$ cat config.mk
export PLATFORM = sky130hd
export DESIGN_NAME = booth_mult_seq
export DESIGN_NICKNAME = d
export VERILOG_FILES = /design/src/rtl/arith_pkg.sv /design/src/rtl/booth_mult_seq_addsub.sv /design/src/rtl/booth_mult_seq.sv
export SDC_FILE = /design/constraint.sdc
export NUM_CORES = 1
export LEC_CHECK = 0
export CORE_UTILIZATION = 46
export CTS_BUF_LIST = sky130_fd_sc_hd__clkbuf_8
export CTS_CLUSTER_DIAMETER = 50
export CTS_CLUSTER_SIZE = 28
export DETAILED_ROUTE_END_ITERATION = 12
export HOLD_SLACK_MARGIN = 0.02
export PLACE_DENSITY = 0.8
export SETUP_SLACK_MARGIN = 0.2
export SLEW_MARGIN = 40
export SYNTH_ARGS = -nofsm -noshare
export SYNTH_HDL_FRONTEND = slang
export SYNTH_SLANG_ARGS = --single-unit
$ cat constraint.sdc
create_clock -name clk -period 2 [get_ports clk]
set_input_delay 0.4 -clock clk [delete_from_list [all_inputs] [get_ports clk]]
set_output_delay 0.4 -clock clk [all_outputs]
set_load 0.05 [all_outputs]
$ cat src/rtl/arith_pkg.sv
// -----------------------------------------------------------------------------
// arith_pkg
// Shared definitions for the datapath arithmetic unit.
//   state_t     : sequencer state encoding used by booth_mult_seq
//                 (IDLE=2'b00, RUN=2'b01, DONE=2'b10).
//   booth_op_t  : radix-2 Booth recode result (NOP / ADD / SUB).
//   booth_recode: maps the multiplier bit pair {Q[0], q_1} to a booth_op_t.
// -----------------------------------------------------------------------------
package arith_pkg;

  typedef enum logic [1:0] {
    IDLE = 2'b00,
    RUN  = 2'b01,
    DONE = 2'b10
  } state_t;

  typedef enum logic [1:0] {
    BOOTH_NOP = 2'b00,
    BOOTH_ADD = 2'b01,
    BOOTH_SUB = 2'b10
  } booth_op_t;

  // Radix-2 Booth recoding: a 0->1 transition (reading LSB first) starts a run
  // of ones and subtracts, a 1->0 transition ends the run and adds.
  function automatic booth_op_t booth_recode(input logic q0, input logic q_1);
    booth_op_t op;
    case ({q0, q_1})
      2'b01:   op = BOOTH_ADD;
      2'b10:   op = BOOTH_SUB;
      default: op = BOOTH_NOP;
    endcase
    return op;
  endfunction

endpackage

$ cat src/rtl/booth_mult_seq_addsub.sv
// -----------------------------------------------------------------------------
// nBitAddSub
// n-bit two's-complement adder/subtractor.
//   a    in  n : first operand
//   b    in  n : second operand
//   m    in  1 : mode, 0 = a + b, 1 = a - b (b inverted, carry-in 1)
//   sum  out n : result, modulo 2^n
//   cout out 1 : carry-out of the n-bit addition
// -----------------------------------------------------------------------------
module nBitAddSub #(
  parameter int n = 4
) (
  input  logic [n-1:0] a,
  input  logic [n-1:0] b,
  input  logic         m,
  output logic [n-1:0] sum,
  output logic         cout
);

  logic [n-1:0] b_eff_s;
  logic [n:0]   full_s;

  // Conditional inversion of b plus carry-in m yields a - b when m is set.
  always_comb begin
    b_eff_s = b ^ {n{m}};
    full_s  = {1'b0, a} + {1'b0, b_eff_s} + {{n{1'b0}}, m};
    sum     = full_s[n-1:0];
    cout    = full_s[n];
  end

endmodule

$ cat src/rtl/booth_mult_seq.sv
// -----------------------------------------------------------------------------
// booth_mult_seq
// Sequential signed radix-2 Booth multiplier. One Booth step per clock using an
// (N+1)-bit nBitAddSub; an N x N two's-complement product takes N RUN cycles.
//   clk     in  1  : rising-edge clock
//   rst_n   in  1  : synchronous active-low reset
//   start   in  1  : request, accepted only in IDLE
//   a       in  N  : signed multiplicand, sampled on the accepting edge
//   b       in  N  : signed multiplier, sampled on the accepting edge
//   busy    out 1  : high while RUN or DONE
//   done    out 1  : one-cycle pulse in DONE
//   product out 2N : signed result, held until the next result is written
// -----------------------------------------------------------------------------
module booth_mult_seq
  import arith_pkg::*;
#(
  parameter int N = 4
) (
  input  logic           clk,
  input  logic           rst_n,
  input  logic           start,
  input  logic [N-1:0]   a,
  input  logic [N-1:0]   b,
  output logic           busy,
  output logic           done,
  output logic [2*N-1:0] product
);

  localparam int CW = $clog2(N + 1);

  state_t         state_r;
  logic [N:0]     m_r;       // sign-extended multiplicand
  logic [N:0]     a_r;       // partial-product accumulator (A)
  logic [N-1:0]   q_r;       // multiplier / low product bits (Q)
  logic           q1_r;      // Booth history bit (q_1)
  logic [CW-1:0]  count_r;
  logic           busy_r;
  logic           done_r;
  logic [2*N-1:0] product_r;

  booth_op_t      op_s;
  logic           sub_s;
  logic [N:0]     sum_s;
  logic [N:0]     acc_s;     // A' : accumulator after the add/sub/pass step
  logic [N:0]     a_shift_s;
  logic [N-1:0]   q_shift_s;
  logic           cout_unused_s;

  // The adder is one bit wider than the operands so A - M cannot overflow
  // when a = -2^(N-1); its carry-out carries no information here.
  nBitAddSub #(
    .n(N + 1)
  ) u_addsub (
    .a   (a_r),
    .b   (m_r),
    .m   (sub_s),
    .sum (sum_s),
    .cout(cout_unused_s)
  );

  // Booth step: choose A+M, A-M or A, then arithmetic-shift {A', Q, q_1}.
  always_comb begin
    op_s  = booth_recode(q_r[0], q1_r);
    sub_s = 1'b0;
    acc_s = a_r;
    case (op_s)
      BOOTH_ADD: begin
        sub_s = 1'b0;
        acc_s = sum_s;
      end
      BOOTH_SUB: begin
        sub_s = 1'b1;
        acc_s = sum_s;
      end
      default: begin
        sub_s = 1'b0;
        acc_s = a_r;
      end
    endcase
    a_shift_s = {acc_s[N], acc_s[N:1]};
    q_shift_s = {acc_s[0], q_r[N-1:1]};
  end

  // Sequencer, datapath registers and registered handshake outputs.
  always_ff @(posedge clk) begin
    if (!rst_n) begin
      state_r   <= IDLE;
      m_r       <= {(N+1){1'b0}};
      a_r       <= {(N+1){1'b0}};
      q_r       <= {N{1'b0}};
      q1_r      <= 1'b0;
      count_r   <= {CW{1'b0}};
      busy_r    <= 1'b0;
      done_r    <= 1'b0;
      product_r <= {(2*N){1'b0}};
    end else begin
      case (state_r)
        IDLE: begin
          done_r <= 1'b0;
          if (start) begin
            m_r     <= {a[N-1], a};
            a_r     <= {(N+1){1'b0}};
            q_r     <= b;
            q1_r    <= 1'b0;
            count_r <= CW'(N);
            busy_r  <= 1'b1;
            state_r <= RUN;
          end else begin
            busy_r  <= 1'b0;
            state_r <= IDLE;
          end
        end
        RUN: begin
          a_r     <= a_shift_s;
          q_r     <= q_shift_s;
          q1_r    <= q_r[0];
          count_r <= count_r - CW'(1);
          // Last step: the low 2N bits of the shifted {A', Q} are the product;
          // the extra accumulator MSB is only a sign guard.
          if (count_r == CW'(1)) begin
            product_r <= {a_shift_s[N-1:0], q_shift_s};
            done_r    <= 1'b1;
            state_r   <= DONE;
          end else begin
            done_r    <= 1'b0;
            state_r   <= RUN;
          end
        end
        DONE: begin
          // start is ignored here; a request must be re-presented in IDLE.
          done_r  <= 1'b0;
          busy_r  <= 1'b0;
          state_r <= IDLE;
        end
        default: begin
          done_r  <= 1'b0;
          busy_r  <= 1'b0;
          state_r <= IDLE;
        end
      endcase
    end
  end

  assign busy    = busy_r;
  assign done    = done_r;
  assign product = product_r;

endmodule

After elaboration in Yosys (flattened, before gate mapping)
Cells that the tools add are included.

Bits in registers: 29. Latch bits: 0. Bits in writable memories: 0. Memory bits (read-only): 0. Bits of input ports: 11. Output and inout bits: 10. Logic and storage cells: 44. Memories: 0.

Add/subtract/negate cells: 3. $mul: 0. Div/mod/pow operators: 0. $lt $le $gt $ge: 0. Eq/ne operators: 7. Shifts and indexed selects: 0. Mux-type cells: 17. Bitwise logic cells: 1. Reduce and logical (&&, ||, !) cells: 7.

Operator list (number): $mux 5 (2); $pmux 5 s2 (1); $pmux 2 s2 (2); $pmux 4 s2 (1); $reduce_and 2->1 (4); $eq 2x1->1 const B (3); $pmux 3 s2 (1); $add 5x1->5 (1); $add 5x5->5 (1); $mux 1 (5); $xor 5x5->5 (1); $eq 2x2->1 const B (2); $mux 4 (1); $pmux 1 s2 (2); $eq 3x1->1 const B (1); $mux 3 (1); $sub 3x1->3 const B (1); $logic_not 2->1 (1); $mux 2 (1); $ne 2x2->1 const B (1); $reduce_bool 2->1 (1); $reduce_or 2->1 (1).

Longest topological paths before layout
Gate-level depths: netlist of the first run.

Depth after elaboration: 9. Depth in mapped cells: 8.

By module
A second synthesis of the first run with hierarchy kept.

Cells, all modules: 146. Area, all modules: 1462.7 sq um.

By module, submodules not included: booth_mult_seq (instances 1, cells each 116, area each 1207.4 sq um); nBitAddSub (instances 1, cells each 30, area each 255.2 sq um).

Worst setup path after synthesis of the first run
OpenSTA, ideal clock, no wires.

Path type: flip-flop to flip-flop. From: register q1_r. To: register product_r[6] (netlist: product[6]). Library setup time: 0.121 ns. Arrival: 1.855 ns. Setup slack: 0.024 ns. Cell stages (with the launch flop): 9. Path buffers: 0. Cells stage by stage: dfxtp_1 inv_1 ha_1 xor2_1 ha_1 a21o_2 a311o_1 a32oi_2 o21ai_1.

Longest elaborated chain between the ends: 8. Elaborated cells between the ends (all ways): 11.

RTL lines: start: declaration (line booth_mult_seq.sv:35) `logic q1_r;`; start signal: assignment (line booth_mult_seq.sv:116) `q1_r <= q_r[0];`; $eq 2x2->1 / $eq 2x1->1 (equally long branches) (line arith_pkg.sv:27) `case ({q0, q_1})`; $pmux 2 s2 (*) (line arith_pkg.sv:27); $eq 2x2->1 (line booth_mult_seq.sv:66) `case (op_s)`; $mux 1 (line booth_mult_seq.sv:66); $xor 5x5->5 (line booth_mult_seq_addsub.sv:25) `b_eff_s = b ^ {n{m}};`; $add 5x5->5 (line booth_mult_seq_addsub.sv:26) `full_s = {1'b0, a} + {1'b0, b_eff_s} + {{n{1'b0}}, m};`; $add 5x1->5 (line booth_mult_seq_addsub.sv:26); $mux 5 (*) (line booth_mult_seq.sv:66); end signal: assignment (line booth_mult_seq.sv:95) `product_r <= {(2*N){1'b0}};`; end signal: assignment (line booth_mult_seq.sv:121) `product_r <= {a_shift_s[N-1:0], q_shift_s};`; end: declaration (line booth_mult_seq.sv:39) `logic [2*N-1:0] product_r;`.

Every way passes the cells marked *; elsewhere a longest branch is shown, timed or not. A chain may end at the register's enable or synchronous reset.

Worst setup path after layout of the first run
From: register q_r[0]. To: register a_r[0].

Longest elaborated chain between the ends: 9. Elaborated cells between the ends (all ways): 12.

RTL lines: start: declaration (line booth_mult_seq.sv:34) `logic [N-1:0] q_r;`; start signal: assignment (line booth_mult_seq.sv:90) `q_r <= {N{1'b0}};`; start signal: assignment (line booth_mult_seq.sv:115) `q_r <= q_shift_s;`; $eq 2x2->1 / $eq 2x1->1 (equally long branches) (line arith_pkg.sv:27); $pmux 2 s2 (*) (line arith_pkg.sv:27); $eq 2x2->1 (line booth_mult_seq.sv:66); $mux 1 (line booth_mult_seq.sv:66); $xor 5x5->5 (line booth_mult_seq_addsub.sv:25); $add 5x5->5 (line booth_mult_seq_addsub.sv:26); $add 5x1->5 (line booth_mult_seq_addsub.sv:26); $mux 5 (*) (line booth_mult_seq.sv:66); $pmux 5 s2 (*) (line booth_mult_seq.sv:97) `case (state_r)`; end signal: assignment (line booth_mult_seq.sv:89) `a_r <= {(N+1){1'b0}};`; end signal: assignment (line booth_mult_seq.sv:102) `a_r <= {(N+1){1'b0}};`; end signal: assignment (line booth_mult_seq.sv:114) `a_r <= a_shift_s;`; end: declaration (line booth_mult_seq.sv:33) `logic [N:0] a_r;`.

Marked as above.

==> results of run 1 <==
## through the flow
step,area [um^2],utilization [%]
finish,1760,63.2
global route,1760,63.2
CTS,1710,61.4
detailed placement,1650,59.2
global placement,1650,59.2
floorplan,1380,-
## sequential cells by signal, indices dropped and copies added, names as in the netlist
name	cells
product	8
a_r	4
m_r	4
q_r	4
count_r	3
state_r	2
busy	1
done	1
q1_r	1
## kinds of logic after synthesis
logic type	after synthesis	share of synthesized area (%)
and+or+nand+nor	55	21.5
AOI/OAI and AO/OA	35	19.2
DFF	28	41.0
buffers and inverters	11	3.29
adders and majority gates	7	6.95
muxes	6	4.85
xor gates and xnor gates	5	3.20
## Yosys cell counts, drive strengths merged (2+ instances only)
library cell / n / area, um^2
nand3: 2 / 10.0
dfxtp: 28 / 561
o21ai: 6 / 30.0
o221a: 4 / 45.0
and2: 4 / 25.0
nand2b: 3 / 18.8
nor2b: 14 / 87.6
a21boi: 6 / 45.0
nand2: 18 / 67.6
mux2i: 4 / 40.0
and3: 3 / 18.8
mux2: 2 / 26.3
ha: 6 / 75.1
a22oi: 5 / 37.5
inv: 3 / 11.3
clkbuf: 6 / 23.8
xnor2: 2 / 17.5
buf: 2 / 10.0
xor2: 3 / 26.3
a21oi: 6 / 30.0
nor3b: 2 / 20.0
nor2: 6 / 22.5
## per-layer routing
metal  wire (um)  part of all wire [%]
met5           0                     0
met4          19                  0.63
met3         105                   3.5
met2        1520                    50
met1        1370                    45
## cell type report
type	count	area (um^2)	share of cell area, %
repair buffers	30	270	15.4
inverters	3	11.3	0.641
clock buffers	4	55.1	3.13
multi-input cells	108	818	46.6
well taps	31	38.8	2.21
flip-flops and latches	28	563	32.1
## report_power, final
group          switching (mW)  internal, mW
sequential             0.0235         0.586
clock                   0.173         0.176
combinational           0.143         0.151
total                   0.339         0.913
## worst reg2reg max path, delay by kind of cell (launching register included)
kind	cells	cell delay, ns
and+or+nand+nor	1	0.07
xor gates and xnor gates	1	0.27
DFF	1	0.38
adders and majority gates	2	0.65
muxes	1	0.29
AOI/OAI and AO/OA	1	0.15
## timing repair
action	4_1_cts	5_1_grt
endpoints found under the setup margin	17	9
resized for setup	13	6
pin swaps	2	3
setup buffers	1	1
## path summary, 6_finish.rpt
check / from / endpoint / slack [ns] / depth (start not counted)
max: q_r[0] / a_r[0] / 0.07 / 6
min: product[4] / product[4] / 0.46 / 2
max reg2reg: q_r[0] / a_r[0] / 0.07 / 6
min reg2reg: product[4] / product[4] / 0.46 / 2
==> impl_metrics.ini, run 1 <==
[drt]
initial_drc_count = 17
route.vias.total = 1134
antenna_left = 0
detail_route.wirelength_um = 3020
detail_route.first_pass.iterations = 4
drc_errors = 0
avgRoutedWirePerCell_um = 14.8
viasPerCell = 5.56

[final_layout]
layout.cells.most_common = sky130_fd_sc_hd__dfxtp_1
fraction_of_layout_instances_using_a_drive_strength_above_1_pct = 17.9
commonest_cells_after_routing_fill_and_taps_aside = sky130_fd_sc_hd__dfxtp_1, sky130_fd_sc_hd__nand2_1, sky130_fd_sc_hd__nor2b_1, sky130_fd_sc_hd__clkdlybuf4s50_1
finalNonFillerCells = 204
n_fill_cell = 243
num_antenna_cells = 0
nets = 192
area_growth_syn_to_layout_pct = 28.5

[timing]
setup-tns-final_ns = 0
worst-slew-pin-transition_ns = 0.498
timing.clock.skew_ns = 0.00619
finalWorstSetupSlack_ns = 0.0740
report.final.setup_viol = 0
fin_crit_sh_pct = 96.3
timing.slew.headroom_pct = 66.7
grt_setup_unrepaired = yes
report.final.slew_viol_count = 0
hold_viol_final = 0
period_minus_ws_final_ns = 1.93
maximum_clock_rate_ghz = 0.519
hold_slack_ns = 0.463

[setup_path]
timing.critical_path.cells = ha_4 -> xor2_1 -> fa_1 -> mux2_4 -> a22oi_2 -> nor2b_1
endpoint_kind = flip-flop
cp_max_fo = 4
critical_path_buf_inv_count = 0
cp_slowest_cell = sky130_fd_sc_hd__fa_1
worst-endpoint-arrival_ns = 2.09
critical_path_required_ns = 2.16
worst-setup-path-type = reg2reg
cpLargestDelayFamily = adder cells
setup.worst_path.start_class = flip-flop
highest_cell_delay_on_the_worst_timing_path_ns = 0.47

[synthesis]
number_of_flops_mapped_to_enable_cells_by_yosys = 0
synthesis.instances = 147
postSynthAreaPerCell_um2 = 9.30
post_synth_top_flop = sky130_fd_sc_hd__dfxtp_1
synth_seq_cells = 28
ys_types = 38
ys_warn_count = 0
synth-async-reset-ratio_pct = 0
synth_nets = 165
synth.yosys.seq_area_share_pct = 41.0
syn_area_mm2 = 0.00137

[power_and_ir_drop]
p_leak_nw = 0.761
vdd_drop_max_mv = 0.522
power.density_cell_area_mw_per_mm2 = 713
report.power.total_mw = 1.25

[global_route]
antenna_found_initial = 0
gr-max-usage-layer = met2
globalRouteMet3Util_pct = 2.76
grt_overflow = 0
grt_max_degree = 21
grt_pass1_wl_um = 5020
met2_usage_pct = 36.5
grt.met1_usage_pct = 23.2
grt_usage_pct = 19.7
grt_pass1_vias = 1170

[run_status]
run_status = finished clean

[die]
coreArea_mm2 = 0.00278
pin_count = 21
die_width_um = 56.5
die_height_um = 56.5
die_area_mm2 = 0.00320
core.rowCount = 19
starting_density_of_the_core_pct = 49.2

[min_path]
hold_class = reg2reg

[clocking]
cts-htree-levels = 1
cts_tree = built
max-clock-path-buffers = 2
clkSlewWorstSetupHoldPaths_ns = 0.10
cts_bufs_inserted = 3
clk_latency_ns = 0.27
cts_root_buf = sky130_fd_sc_hd__clkbuf_8
total_of_hold_buffers_inserted_after_clock_tree_synthesis = 0
cts.sinks = 28

[placed_design]
io_buffers = 20
dpl.hpwl_um = 2150
placed_instances = 198
post-place-ws_ns = 0.0245
place.gp.congestion = 0.951

[run]
drv_cap = 0
No activity file was read; power rests on OpenSTA's default activity.
==> inputs of run 2 (changes only) <==
--- a/config.mk
+++ b/config.mk
@@ -11,7 +11,8 @@
 export CTS_CLUSTER_SIZE = 28
 export DETAILED_ROUTE_END_ITERATION = 12
 export HOLD_SLACK_MARGIN = 0.02
-export PLACE_DENSITY = 0.8
+export PLACE_DENSITY = 0.73
+export REMOVE_ABC_BUFFERS = 1
 export SETUP_SLACK_MARGIN = 0.2
 export SLEW_MARGIN = 40
 export SYNTH_ARGS = -nofsm -noshare
==> impl_metrics.ini, run 2 (synthesized netlist as in run 1, its figures left out) <==
[final_layout]
num_antenna_cells = 0
fraction_of_layout_instances_using_a_drive_strength_above_1_pct = 19.5
largest_register_ffs = 8
area_growth_syn_to_layout_pct = 27.6
n_fill_cell = 252
nets = 194
finalInstanceArea_mm2 = 0.00175
layout.cells.most_common = sky130_fd_sc_hd__dfxtp_1
commonest_cells_after_routing_fill_and_taps_aside = sky130_fd_sc_hd__dfxtp_1, sky130_fd_sc_hd__nand2_1, sky130_fd_sc_hd__nor2b_1, sky130_fd_sc_hd__buf_4
finalNonFillerCells = 205

[drt]
drc_errors = 0
antenna_left = 0
avgRoutedWirePerCell_um = 14.1
met3_length_um = 114
route.layer.met1.wl_um = 1370
wl_met2_um = 1370
maxUsedRoutingLayer = met4
viasPerCell = 5.64
initial_drc_count = 38
route.vias.total = 1156
detail_route.first_pass.iterations = 5
detail_route.wirelength_um = 2890

[die]
die_height_um = 56.5
die_area_mm2 = 0.00320
pin_count = 21
core.rowCount = 19
starting_density_of_the_core_pct = 49.2
coreArea_mm2 = 0.00278
die_width_um = 56.5

[placed_design]
place.gp.congestion = 0.831
postPlaceCellArea_mm2 = 0.00164
dpl.hpwl_um = 2050
io_buffers = 20
placed_instances = 199

[setup_path]
highest_cell_delay_on_the_worst_timing_path_ns = 0.34
critical_path_required_ns = 2.20
cp_max_fo = 4
setup.worst_path.start_class = flip-flop
crit_top_cell = sky130_fd_sc_hd__buf_4
endpoint_kind = flip-flop
timing.critical_path.cells = inv_2 -> ha_4 -> buf_4 -> xor2_1 -> ha_1 -> buf_4 -> and3_1 -> a22oi_2 -> a32oi_2 -> o21ai_1
worst-setup-path-type = reg2reg
cp_slowest_cell = sky130_fd_sc_hd__dfxtp_2
worst-endpoint-arrival_ns = 2.19

[power_and_ir_drop]
switching_power_uw = 328
pwr-share-seq_pct = 50.8
comb_power_share_pct = 24.2
power.density_cell_area_mw_per_mm2 = 687
p_leak_nw = 0.752
clock_power_share_pct = 25.1
intPower_uw = 871
power.share.switching_pct = 27.4
vdd_drop_max_mv = 0.530
report.power.total_mw = 1.20

[global_route]
grt_overflow = 0
grt_pass1_vias = 1031
grt_pass1_wl_um = 4730
antenna_found_initial = 0
grt_max_degree = 16
grt_usage_pct = 19.0

[clocking]
cts.sinks = 28
cts_root_buf = sky130_fd_sc_hd__clkbuf_8
cts_tree = built
clk_latency_ns = 0.27
max-clock-path-buffers = 2
cts_bufs_inserted = 3
cts-htree-levels = 1
total_of_hold_buffers_inserted_after_clock_tree_synthesis = 0
clkSlewWorstSetupHoldPaths_ns = 0.09

[run_status]
run_status = finished clean

[timing]
setup-tns-final_ns = 0
report.final.setup_viol = 0
period_minus_ws_final_ns = 1.99
timing.slew.headroom_pct = 67.1
report.final.slew_viol_count = 0
maximum_clock_rate_ghz = 0.503
grt_setup_unrepaired = yes
hold_viol_final = 0
fin_crit_sh_pct = 99.4
timing.clock.skew_ns = 0.00144
worst-slew-pin-transition_ns = 0.496

[run]
drv_cap = 0

[min_path]
hold_class = reg2reg
run 2: area by class of cell:
class / count / area, um^2 / share of cell area, %
well taps: 31 / 38.8 / 2.22
inverters: 3 / 11.3 / 0.645
flip-flops and latches: 28 / 563 / 32.3
repair buffers: 32 / 278 / 15.9
clock buffers: 3 / 41.3 / 2.37
multi-input cells: 108 / 813 / 46.6
run 2: final timing paths:
| kind | from | endpoint | slack (ns) | depth (start not counted) |
|---|---|---|---|---|
| max reg2reg | q1_r | a_r[2] | 0.01 | 10 |
| max | q1_r | a_r[2] | 0.01 | 10 |
| min reg2reg | product[5] | product[5] | 0.46 | 2 |
| min | product[5] | product[5] | 0.46 | 2 |
run 2: stage by stage:
stage	hold WS, ns	utilization, %	worst slack (ns)
final	0.456	62.8	0.0116
after floorplan	0.455	-	0.0238
after CTS	0.461	61.5	0.0561
after global routing	0.483	62.8	-0.0553
after global placement	0.442	59.0	0.0332
after detailed placement	0.449	59.0	-0.0428
run 2: worst max-delay path: cells and delay by family, from the launching register on:
family / cells / cell delay, ns
simple gates: 1 / 0.14
fa+ha+maj: 2 / 0.51
xor+xnor: 1 / 0.13
compound gates: 3 / 0.45
buf+inv: 3 / 0.33
flops: 1 / 0.34
run 2: timing repair:
| item | in CTS | in global routing |
|---|---|---|
| setup buffers | 2 | 1 |
| pin swaps | 9 | 7 |
| gates resized for setup | 18 | 7 |
| setup endpoints to repair | 18 | 8 |
run 2: routing by layer:
layer | global-route usage [%] | vias up
li1 | - | 567
met1 | 24.9 | 538
met2 | 31.4 | 43
met3 | 2.76 | 8
met4 | 7.32 | 0
met5 | 0 | -
run 2: power by group through the flow:
stage	registers, mW	logic [mW]	clock network (mW)
2_1_floorplan	0.631	0.144	0
3_3_place_gp	0.618	0.241	0
3_5_place_dp	0.620	0.250	0
4_1_cts	0.608	0.272	0.314
5_1_grt	0.613	0.312	0.337
6_report	0.608	0.290	0.300
==> inputs of run 3 (changes only) <==
--- a/config.mk
+++ b/config.mk
@@ -13,7 +13,7 @@
 export HOLD_SLACK_MARGIN = 0.02
 export PLACE_DENSITY = 0.73
 export REMOVE_ABC_BUFFERS = 1
-export SETUP_SLACK_MARGIN = 0.2
+export SETUP_SLACK_MARGIN = 0.02
 export SLEW_MARGIN = 40
 export SYNTH_ARGS = -nofsm -noshare
 export SYNTH_HDL_FRONTEND = slang
==> impl_metrics.ini, run 3 (synthesized netlist as in run 1, its figures left out) <==
[timing]
maximum_clock_rate_ghz = 0.495
timing.slew.headroom_pct = 66.5
report.final.setup_viol = 1
hold_slack_ns = 0.464
setup-tns-final_ns = -0.0201
worst-slew-pin-transition_ns = 0.501
finalWorstSetupSlack_ns = -0.0201
hold_viol_final = 0
period_minus_ws_final_ns = 2.02
timing.clock.skew_ns = 0.00228
fin_crit_sh_pct = 101
grt_setup_unrepaired = yes
report.final.slew_viol_count = 0

[die]
die_height_um = 56.5
die_width_um = 56.5
die_area_mm2 = 0.00320
coreArea_mm2 = 0.00278
starting_density_of_the_core_pct = 49.2
pin_count = 21
core.rowCount = 19

[global_route]
grt_pass1_vias = 1038
grt_usage_pct = 18.6
grt_overflow = 0
grt_pass1_wl_um = 4640
grt_max_degree = 16
antenna_found_initial = 0

[clocking]
cts_bufs_inserted = 3
cts_root_buf = sky130_fd_sc_hd__clkbuf_8
clkSlewWorstSetupHoldPaths_ns = 0.09
max-clock-path-buffers = 2
clk_latency_ns = 0.27
cts_tree = built
cts.sinks = 28
cts-htree-levels = 1

[final_layout]
n_fill_cell = 258
commonest_cells_after_routing_fill_and_taps_aside = sky130_fd_sc_hd__dfxtp_1, sky130_fd_sc_hd__clkdlybuf4s50_1, sky130_fd_sc_hd__nand2_1, sky130_fd_sc_hd__nor2b_1, sky130_fd_sc_hd__buf_4
fraction_of_layout_instances_using_a_drive_strength_above_1_pct = 16.8
nets = 193
largest_register_ffs = 8
area_growth_syn_to_layout_pct = 26.6
num_antenna_cells = 0
finalNonFillerCells = 204
layout.cells.most_common = sky130_fd_sc_hd__dfxtp_1

[power_and_ir_drop]
p_leak_nw = 0.695
power.density_cell_area_mw_per_mm2 = 685
report.power.total_mw = 1.19
vdd_drop_max_mv = 0.525

[min_path]
hold_class = reg2reg

[setup_path]
worst-endpoint-arrival_ns = 2.18
critical_path_required_ns = 2.16
critical_path_buf_inv_count = 1
endpoint_kind = flip-flop
cp_max_fo = 4
setup.worst_path.start_class = flip-flop
timing.critical_path.cells = inv_2 -> ha_4 -> xor2_1 -> ha_1 -> a21o_2 -> a311o_1 -> a32oi_2 -> o21ai_1
worst-setup-path-type = reg2reg
cp_slowest_cell = sky130_fd_sc_hd__dfxtp_2
cpLargestDelayFamily = compound AO/OA/AOI/OAI gates
highest_cell_delay_on_the_worst_timing_path_ns = 0.34

[drt]
drc_errors = 0
route.vias.total = 1119
viasPerCell = 5.49
initial_drc_count = 29
antenna_left = 0
avgRoutedWirePerCell_um = 13.7
detail_route.first_pass.iterations = 4
detail_route.wirelength_um = 2790

[run_status]
violated_checks = negative setup slack
run_status = complete, but fails checks

[placed_design]
place.gp.congestion = 0.831
io_buffers = 20
dpl.hpwl_um = 2050
placed_instances = 199

[run]
drv_cap = 0
[run 3: changes by cell type in the layout (fill, tap and decap cells not counted), moves of 2 or more]
cell	previous run	this run
sky130_fd_sc_hd__a21boi_0	4	6
sky130_fd_sc_hd__clkdlybuf4s50_1	10	20
sky130_fd_sc_hd__a21boi_1	2	0
sky130_fd_sc_hd__dlygate4sd2_1	10	0
[run 3: per-layer routing]
metal | track usage, % | routed length [um]
met3 | 2.76 | 86
met1 | 23.6 | 1350
met5 | 0 | 0
met2 | 31.4 | 1310
met4 | 7.32 | 46
[run 3: worst min-delay path, delay by kind of cell, from the launching register on]
family,cells,cell delay [ns]
DFF,1,0.32
AOI/OAI and AO/OA,1,0.05
and+or+nand+nor,1,0.05
[run 3: area by class of cell]
type	count	area, um^2	area share, %
well taps	31	38.8	2.24
multi-input cells	108	795	45.9
flip-flops and latches	28	563	32.5
clock buffers	3	41.3	2.38
repair buffers	31	283	16.3
inverters	3	11.3	0.650
[run 3: power breakdown]
group / internal, mW / switching (mW) / total (mW)
clock: 0.135 / 0.167 / 0.302
combinational: 0.143 / 0.132 / 0.275
sequential: 0.586 / 0.0224 / 0.609
total: 0.864 / 0.322 / 1.19
[run 3: timing repair]
action,in CTS,in global routing
setup buffers,1,1
gates resized for setup,3,6
endpoints found under the setup margin,6,6
pin swaps,4,8
hold buffers,0,0
[run 3: final timing paths]
kind | startpoint | to | slack, ns | cells after the start
worst min register to register | busy | busy | 0.46 | 2
worst max register to register | q1_r | a_r[2] | -0.02 | 8
worst max-delay path | q1_r | a_r[2] | -0.02 | 8
worst min-delay path | busy | busy | 0.46 | 2
[run 3: per-stage QoR]
step / util [%] / setup slack (ns) / instance area (um^2)
detailed placement: 59.0 / -0.0428 / 1640
global placement: 59.0 / 0.0332 / 1640
global route: 62.3 / -0.0932 / 1730
floorplan: - / 0.0238 / 1330
finish: 62.3 / -0.0201 / 1730
CTS: 61.2 / 0.0347 / 1700
